**src/rtl/mcpu_control_fsm.sv**
```systemverilog
// mcpu_control_fsm: multi-cycle MCPU control sequencer driving datapath enables and mux selects,
// counting retired instructions and trapping on unsupported encodings.
module mcpu_control_fsm #(
    parameter int INSTRET_W = 32
) (
    input  logic                 clk,
    input  logic                 reset,
    input  logic [5:0]           opcode,
    input  logic [5:0]           funct,
    input  logic                 zero,
    output logic                 PC_WE,
    output logic                 IR_WE,
    output logic                 A_WE,
    output logic                 B_WE,
    output logic                 BEN,
    output logic                 Reg_WE,
    output logic                 Mem_WE,
    output logic                 MemIn,
    output logic                 Dst,
    output logic                 Jal,
    output logic                 RegIn,
    output logic                 Immer,
    output logic                 BEQBNE,
    output logic [1:0]           ALUSrcA,
    output logic [1:0]           ALUSrcB,
    output logic [1:0]           PCSrc,
    output logic [2:0]           ALUOp,
    output logic [3:0]           state,
    output logic                 halted,
    output logic [INSTRET_W-1:0] instret
);
    typedef enum logic [3:0] {
        FETCH = 4'd0, DECODE = 4'd1, MEM_ADDR = 4'd2, MEM_READ = 4'd3, MEM_WB = 4'd4,
        MEM_WRITE = 4'd5, R_EXEC = 4'd6, R_WB = 4'd7, I_EXEC = 4'd8, I_WB = 4'd9,
        BRANCH = 4'd10, JUMP = 4'd11, JR = 4'd12, TRAP = 4'd15
    } state_t;

    state_t state_q, state_d;
    logic [INSTRET_W-1:0] instret_q;
    logic pc_we, ir_we, a_we, b_we, ben_we, reg_we, mem_we;
    logic [2:0] r_op, i_op;
    logic i_xor;

    assign i_xor = opcode == 6'h0E;
    assign i_op  = i_xor ? 3'd2 : 3'd0;
    assign r_op  = funct == 6'h22 ? 3'd1 : funct == 6'h2A ? 3'd3 : 3'd0;

    always_comb begin
        state_d = state_q;
        {pc_we, ir_we, a_we, b_we, ben_we, reg_we, mem_we} = '0;
        {MemIn, Dst, Jal, RegIn, Immer, BEQBNE, halted} = '0;
        ALUSrcA = 2'd0;
        ALUSrcB = 2'd0;
        PCSrc = 2'd0;
        ALUOp = 3'd0;
        case (state_q)
            FETCH: begin
                ir_we = 1'b1;
                pc_we = 1'b1;
                ALUSrcB = 2'd3;
                PCSrc = 2'd2;
                state_d = DECODE;
            end
            DECODE: begin
                {a_we, b_we, ben_we} = 3'b111;
                // JAL links here: the ALU reg still holds PC+4 from FETCH
                {reg_we, Jal, RegIn} = {3{opcode == 6'h03}};
                state_d = (opcode == 6'h23 || opcode == 6'h2B) ? MEM_ADDR :
                          (opcode == 6'h00 && (funct == 6'h20 || funct == 6'h22 || funct == 6'h2A)) ? R_EXEC :
                          (opcode == 6'h00 && funct == 6'h08) ? JR :
                          (opcode == 6'h08 || opcode == 6'h0E) ? I_EXEC :
                          (opcode == 6'h04 || opcode == 6'h05) ? BRANCH :
                          (opcode == 6'h02 || opcode == 6'h03) ? JUMP : TRAP;
            end
            MEM_ADDR: begin
                ALUSrcA = 2'd1;
                ALUSrcB = 2'd1;
                state_d = opcode == 6'h23 ? MEM_READ : MEM_WRITE;
            end
            MEM_READ: begin
                MemIn = 1'b1;
                state_d = MEM_WB;
            end
            MEM_WB: begin
                Dst = 1'b1;
                reg_we = 1'b1;
                state_d = FETCH;
            end
            MEM_WRITE: begin
                MemIn = 1'b1;
                mem_we = 1'b1;
                state_d = FETCH;
            end
            R_EXEC: begin
                ALUSrcA = 2'd1;
                ALUSrcB = 2'd2;
                ALUOp = r_op;
                state_d = R_WB;
            end
            R_WB: begin
                RegIn = 1'b1;
                reg_we = 1'b1;
                ALUOp = r_op;
                state_d = FETCH;
            end
            I_EXEC: begin
                ALUSrcA = 2'd1;
                ALUSrcB = 2'd1;
                Immer = i_xor;
                ALUOp = i_op;
                state_d = I_WB;
            end
            I_WB: begin
                Dst = 1'b1;
                RegIn = 1'b1;
                reg_we = 1'b1;
                Immer = i_xor;
                ALUOp = i_op;
                state_d = FETCH;
            end
            BRANCH: begin
                ALUSrcA = 2'd1;
                ALUSrcB = 2'd2;
                ALUOp = 3'd1;
                BEQBNE = opcode == 6'h05;
                pc_we = zero ^ BEQBNE;
                state_d = FETCH;
            end
            JUMP: begin
                PCSrc = 2'd1;
                pc_we = 1'b1;
                state_d = FETCH;
            end
            JR: begin
                ALUSrcA = 2'd1;
                ALUSrcB = 2'd2;
                PCSrc = 2'd2;
                pc_we = 1'b1;
                state_d = FETCH;
            end
            TRAP: halted = 1'b1;
            default: state_d = TRAP;
        endcase
    end

    always_ff @(posedge clk or posedge reset) begin
        if (reset) begin
            state_q <= FETCH;
            instret_q <= '0;
        end else begin
            state_q <= state_d;
            if (state_q != FETCH && state_d == FETCH)
                instret_q <= instret_q + INSTRET_W'(1);
        end
    end

    // Reset masks every write so an abandoned instruction leaves no partial update
    assign {PC_WE, IR_WE, A_WE, B_WE, BEN, Reg_WE, Mem_WE} =
        {pc_we, ir_we, a_we, b_we, ben_we, reg_we, mem_we} & {7{~reset}};
    assign state = state_q;
    assign instret = instret_q;
endmodule

```
**config.mk**
```make
export PLATFORM = sky130hd
export DESIGN_NAME = mcpu_control_fsm
export DESIGN_NICKNAME = d
export VERILOG_FILES = /design/src/rtl/mcpu_control_fsm.sv
export SDC_FILE = /design/constraint.sdc
export NUM_CORES = 1
export LEC_CHECK = 0
export CAP_MARGIN = 5
export CELL_PAD_IN_SITES_DETAIL_PLACEMENT = 0
export CELL_PAD_IN_SITES_GLOBAL_PLACEMENT = 1
export CORE_MARGIN = 5
export CORE_UTILIZATION = 34
export CTS_CLUSTER_DIAMETER = 60
export DETAILED_ROUTE_END_ITERATION = 10
export PLACE_DENSITY_LB_ADDON = 0.1
export SYNTH_ARGS = -nofsm -noshare
export SYNTH_HDL_FRONTEND = slang
export SYNTH_SLANG_ARGS = --single-unit
```
**constraint.sdc**
```tcl
create_clock -name clk -period 3.1 [get_ports clk]
set_clock_uncertainty 0.05 [all_clocks]
set_input_delay 0.465 -clock clk [delete_from_list [all_inputs] [get_ports clk]]
set_output_delay 0.465 -clock clk [all_outputs]
set_load 0.1 [all_outputs]
```
# Word level (Yosys, flattened, before mapping)

Cells that the tools add are included.

Input port bits: 15
Output and inout port bits: 59
Logic and storage cells: 83
Bits in registers: 36

Bitwise operators: 3
Muxes and demuxes: 27
Add/sub/neg operators: 1
Equality and inequality tests: 25
Reduce and logical (&&, ||, !) cells: 25

Operator list:

| kind                  | number |
|---|---|
| $add 32x1->32 const B | 1 |
| $pmux 4 s8            | 1 |
| $eq 6x6->1 const B    | 5 |
| $eq 4x4->1 const B    | 6 |
| $eq 6x4->1 const B    | 3 |
| $eq 4x3->1 const B    | 4 |
| $mux 3                | 5 |
| $reduce_or 2->1       | 7 |
| $eq 6x2->1 const B    | 2 |
| $eq 6x3->1 const B    | 2 |
| $pmux 2 s3            | 2 |
| $mux 1                | 10 |
| $reduce_or 3->1       | 3 |
| $eq 4x2->1 const B    | 2 |
| $logic_not 4->1       | 2 |
| $mux 4                | 2 |
| $and 7x7->7           | 1 |
| $reduce_or 7->1       | 1 |
| $logic_not 6->1       | 1 |
| $logic_or 1x1->1      | 6 |
| $mux 2                | 3 |
| $pmux 1 s2            | 3 |
| $reduce_or 5->1       | 1 |
| $eq 4x1->1 const B    | 1 |
| other kinds (5)       | 7 |

# Longest topological paths before layout

Depth after elaboration: 11
Mapped depth: 8
Mapped depth without buffers: 6

# Least setup slack after synthesis

No wires, ideal clock.

Path type: flip-flop to output port
From: register state_q[0], in the netlist state[0]
To: output Reg_WE
Required time: 2.585 ns
Stages on the path, launching flop included: 7
Arrival: 5.934 ns
Buffers on the path: 1
Slack: -3.349 ns
Cells stage by stage: dfrtp_1 > buf_4 > or4b_4 > nor3_1 > a21o_1 > a21oi_1 > nor2_1

Cells in the longest elaborated chain, start to end: 4
Elaborated cells on any way between the ends: 7
Classes of those cells: eq/ne (4); mux (1); bitwise (1); reduce/logical (1)

Ends and longest elaborated chain:

| item                                     | line | RTL |
|---|---|---|
| start, declared                          | 38   | `state_t state_q, state_d;` |
| start signal, assigned                   | 151  | `state_q <= state_d;` |
| $eq 4x4->1 or $eq 4x3->1 (tied branches) | 56   | `case (state_q)` |
| $reduce_or 3->1 (no line)                | -    |  |
| $pmux 1 s2 *                             | 56   |  |
| $and 7x7->7 *                            | 159  | `{pc_we, ir_we, a_we, b_we, ben_we, reg_we, mem_we} & {7{~reset}};` |
| end, declared                            | 16   | `output logic Reg_WE,` |

Every way passes the cells marked *; elsewhere a longest branch is shown, timed or not.

# Worst setup path after layout

From: input opcode[5]
To: output PC_WE

Cells in the longest elaborated chain, start to end: 4

Ends and longest elaborated chain:

| item            | line | RTL |
|---|---|---|
| start, declared | 8    | `input logic [5:0] opcode,` |
| $eq 6x3->1      | 125  | `BEQBNE = opcode == 6'h05;` |
| $xor 1x1->1     | 126  | `pc_we = zero ^ BEQBNE;` |
| $pmux 1 s2      | 56   |  |
| $and 7x7->7     | 159  |  |
| end, declared   | 11   | `output logic PC_WE,` |

Every way passes these cells.

==> impl_metrics.ini <==
[sta]
drv_slew = 0
rsz0062_at_grt = false
hold_viol_final = 0
worst_hold_slack_ns = 0.4163
layout_min_cycle_time_ns = 2.821
report.final.setup_viol = 0
max_freq_mhz = 354.5
period_share = 0.9099

[routing]
drtIter0Drc = 82
ant_nets = 0
wirelength_um = 5519
drc = 0
wl_per_cell_um = 14.22
vias = 1950
vias_per_cell = 5.026
dr.pass1.iters = 4

[setup_path]
reg2regPathDepth = 6
crit_family = buffers and inverters
critPathKind = in2out
worst_ep_required_time_ns = 2.58
r2r_start = state[3]
reg2reg_slack_ns = 0.55
startpoint_type = input pin
reg2reg_to = instret[1]
worst_path_max_delay_cell = clkdlybuf4s50_1
cp_max_fo = 7
critPathBufInv = 2
cpPeakStageDelay_ns = 0.48
path_cells = clkdlybuf4s50_1 > nor2_1 > nand4_1 > xnor2_1 > o21ai_0 > a21oi_2 > buf_12
arrival_ns = 2.31
crit_path_end_kind = output port

[global_route]
antenna_found_initial = 0
grt_start_max_net_pins = 33
overflow = 0
grt_usage = 0.1310
grt_pass1_vias = 1787
grt_pass1_wl_um = 9052

[clock_network]
ctsRootBufferMaster = clkbuf_8
ctsHtreeMaxLevel = 2
cts_setup_buffers = 0
cts_buffers = 5
clk_path_buf_depth = 2
clk_latency_ns = 0.29
cts_tree = built
path_clk_slew_ns = 0.08
hold_buffers = 0
cts.sinks = 36
post_cts_resized = 0

[cells_and_area]
fin_util = 0.4945
layout-drive-gt1-share = 0.3183
diodes = 0
fin_area_um2 = 3158
areaGrowthSynthToFinish_pct = 40.46
fin_cells = 388
nets = 326

[placed_design]
port_buffers = 71
dp_hpwl_um = 4210
gp_congestion = 0.7710
placedCellCount = 380
place_area_um2 = 3070

[die]
start_util = 0.3521
io_pins = 74
fp-row-count = 29
core_area_um2 = 6386
fp.dieArea_um2 = 8339
die_w_um = 91.32
die_y_um = 91.32

[synth]
ys_seq_area_frac = 0.4007
syn_inst = 243
yosysWarnings = 0
synth.largest_area_cell = dfrtp_1
synth.avg_cell_area_um2 = 9.253
postSynth.asyncResetShare = 1.000
synth_top_area_frac = 0.4007
synth_seq_cells = 36
synth_area_um2 = 2248
synth_edf_count = 0
synth.area.top_cells = dfrtp_1 40%, xor2_1 9.7%, xnor2_1 4.3%
synth_commonest_cells = 36 x dfrtp_1, 25 x xor2_1, 24 x nor2_1, 15 x nand2_1, 13 x inv_1
synth_cell_types = 49
yosys.cell_count.top_type = dfrtp_1
dominantRegCellSynth = dfrtp_1

[run_status]
status = finished, final reports clean

[pwr]
p_clk_frac = 0.105
combPwrFrac = 0.690
p_sw_frac = 0.6041
p_sw_mw = 1.898
powerDensity_nw_per_um2 = 994.6
ir_drop_mv = 0.8387
internal_power_mw = 1.243
power.total_mw = 3.141
leakagePower_nw = 1.500
p_seq_frac = 0.204

[run]
maxCapViolations = 0

[hold_path]
whs_endpoint = instret[31]
holdPathStages = 1
hold_start = instret[31]
hp-class = reg2reg
## final cells by class
type | instances | area [um2]
fill | 618 | 3228
inverter | 13 | 48.80
sequential | 36 | 905.9
tap | 77 | 96.34
clock buffer | 5 | 68.82
clock inverter | 3 | 18.77
multi-input combinational | 178 | 1276
timing repair buffer | 76 | 743.2
## sequential cells by signal (all words and copies together) (netlist names)
name,flops
state,4
instret,32
## kinds of logic (layout without fill, tap and decap cells)
logic type	after synthesis	after routing	share of synthesized area
XOR/XNOR	36	36	0.1402
AO/OA/AOI/OAI	23	23	0.07179
AND/OR/NAND/NOR	113	113	0.2949
other	1	2	0.001668
multiplexers	3	3	0.01447
buffers and inverters	30	97	0.07068
adder cells (fa/ha/maj)	1	1	0.005564
flip-flops	36	36	0.4007
## power by group through the flow
stage | clock network [mW] | logic [mW] | registers, mW
after detailed placement | 0 | 2.18 | 0.652
final | 0.331 | 2.17 | 0.642
after CTS | 0.347 | 2.18 | 0.642
after global routing | 0.364 | 2.27 | 0.653
after global placement | 0 | 2.18 | 0.653
after floorplan | 0 | 1.35 | 1.05
## routing by layer
metal	track usage	share of wire	routed length (um)
met5	0	0	0
met4	0.04279	0.013	74
met3	0.03884	0.060	332
met2	0.1893	0.44	2402
met1	0.1869	0.49	2709
## metrics by stage
| step | TNS [ns] | worst slack [ns] |
|---|---|---|
| finish | 0 | 0.2792 |
| global placement | 0 | 0.2775 |
| floorplan | -0.8158 | -0.5857 |
| global route | 0 | 0.1185 |
| detailed placement | 0 | 0.2221 |
| CTS | 0 | 0.2696 |
## how the worst max path moves through the flow
stage | slack (ns) | cells past startpoint | from | endpoint
after global placement | 0.28 | 8 | opcode[1] | instret[31]
after detailed placement | 0.22 | 8 | opcode[1] | instret[31]
after global routing | 0.12 | 7 | opcode[5] | PC_WE
after CTS | 0.27 | 7 | opcode[5] | PC_WE
after floorplan | -0.59 | 6 | state[0] | Reg_WE
final | 0.28 | 7 | opcode[5] | PC_WE
## cell usage in the layout (no fill, tap or decap), types with 2 or more instances in the layout
cell / instances
a211oi_2: 2
a21oi_1: 4
and2_1: 2
and3_1: 7
and4_1: 3
buf_12: 11
buf_4: 51
clkbuf_8: 5
clkdlybuf4s50_1: 14
clkinv_2: 2
conb_1: 2
dfrtp_1: 32
dfrtp_2: 4
inv_1: 13
nand2_1: 15
nand2b_1: 2
nand3_1: 10
nand4_1: 6
nor2_1: 18
nor2_2: 5
nor2b_1: 3
nor3_1: 10
nor3_4: 2
nor3b_1: 3
nor4_1: 7
nor4_2: 3
nor4b_1: 2
o21ai_0: 6
or2_1: 2
or3_1: 3
xnor2_1: 11
xor2_1: 25
Power figures use the tool's default switching activity.
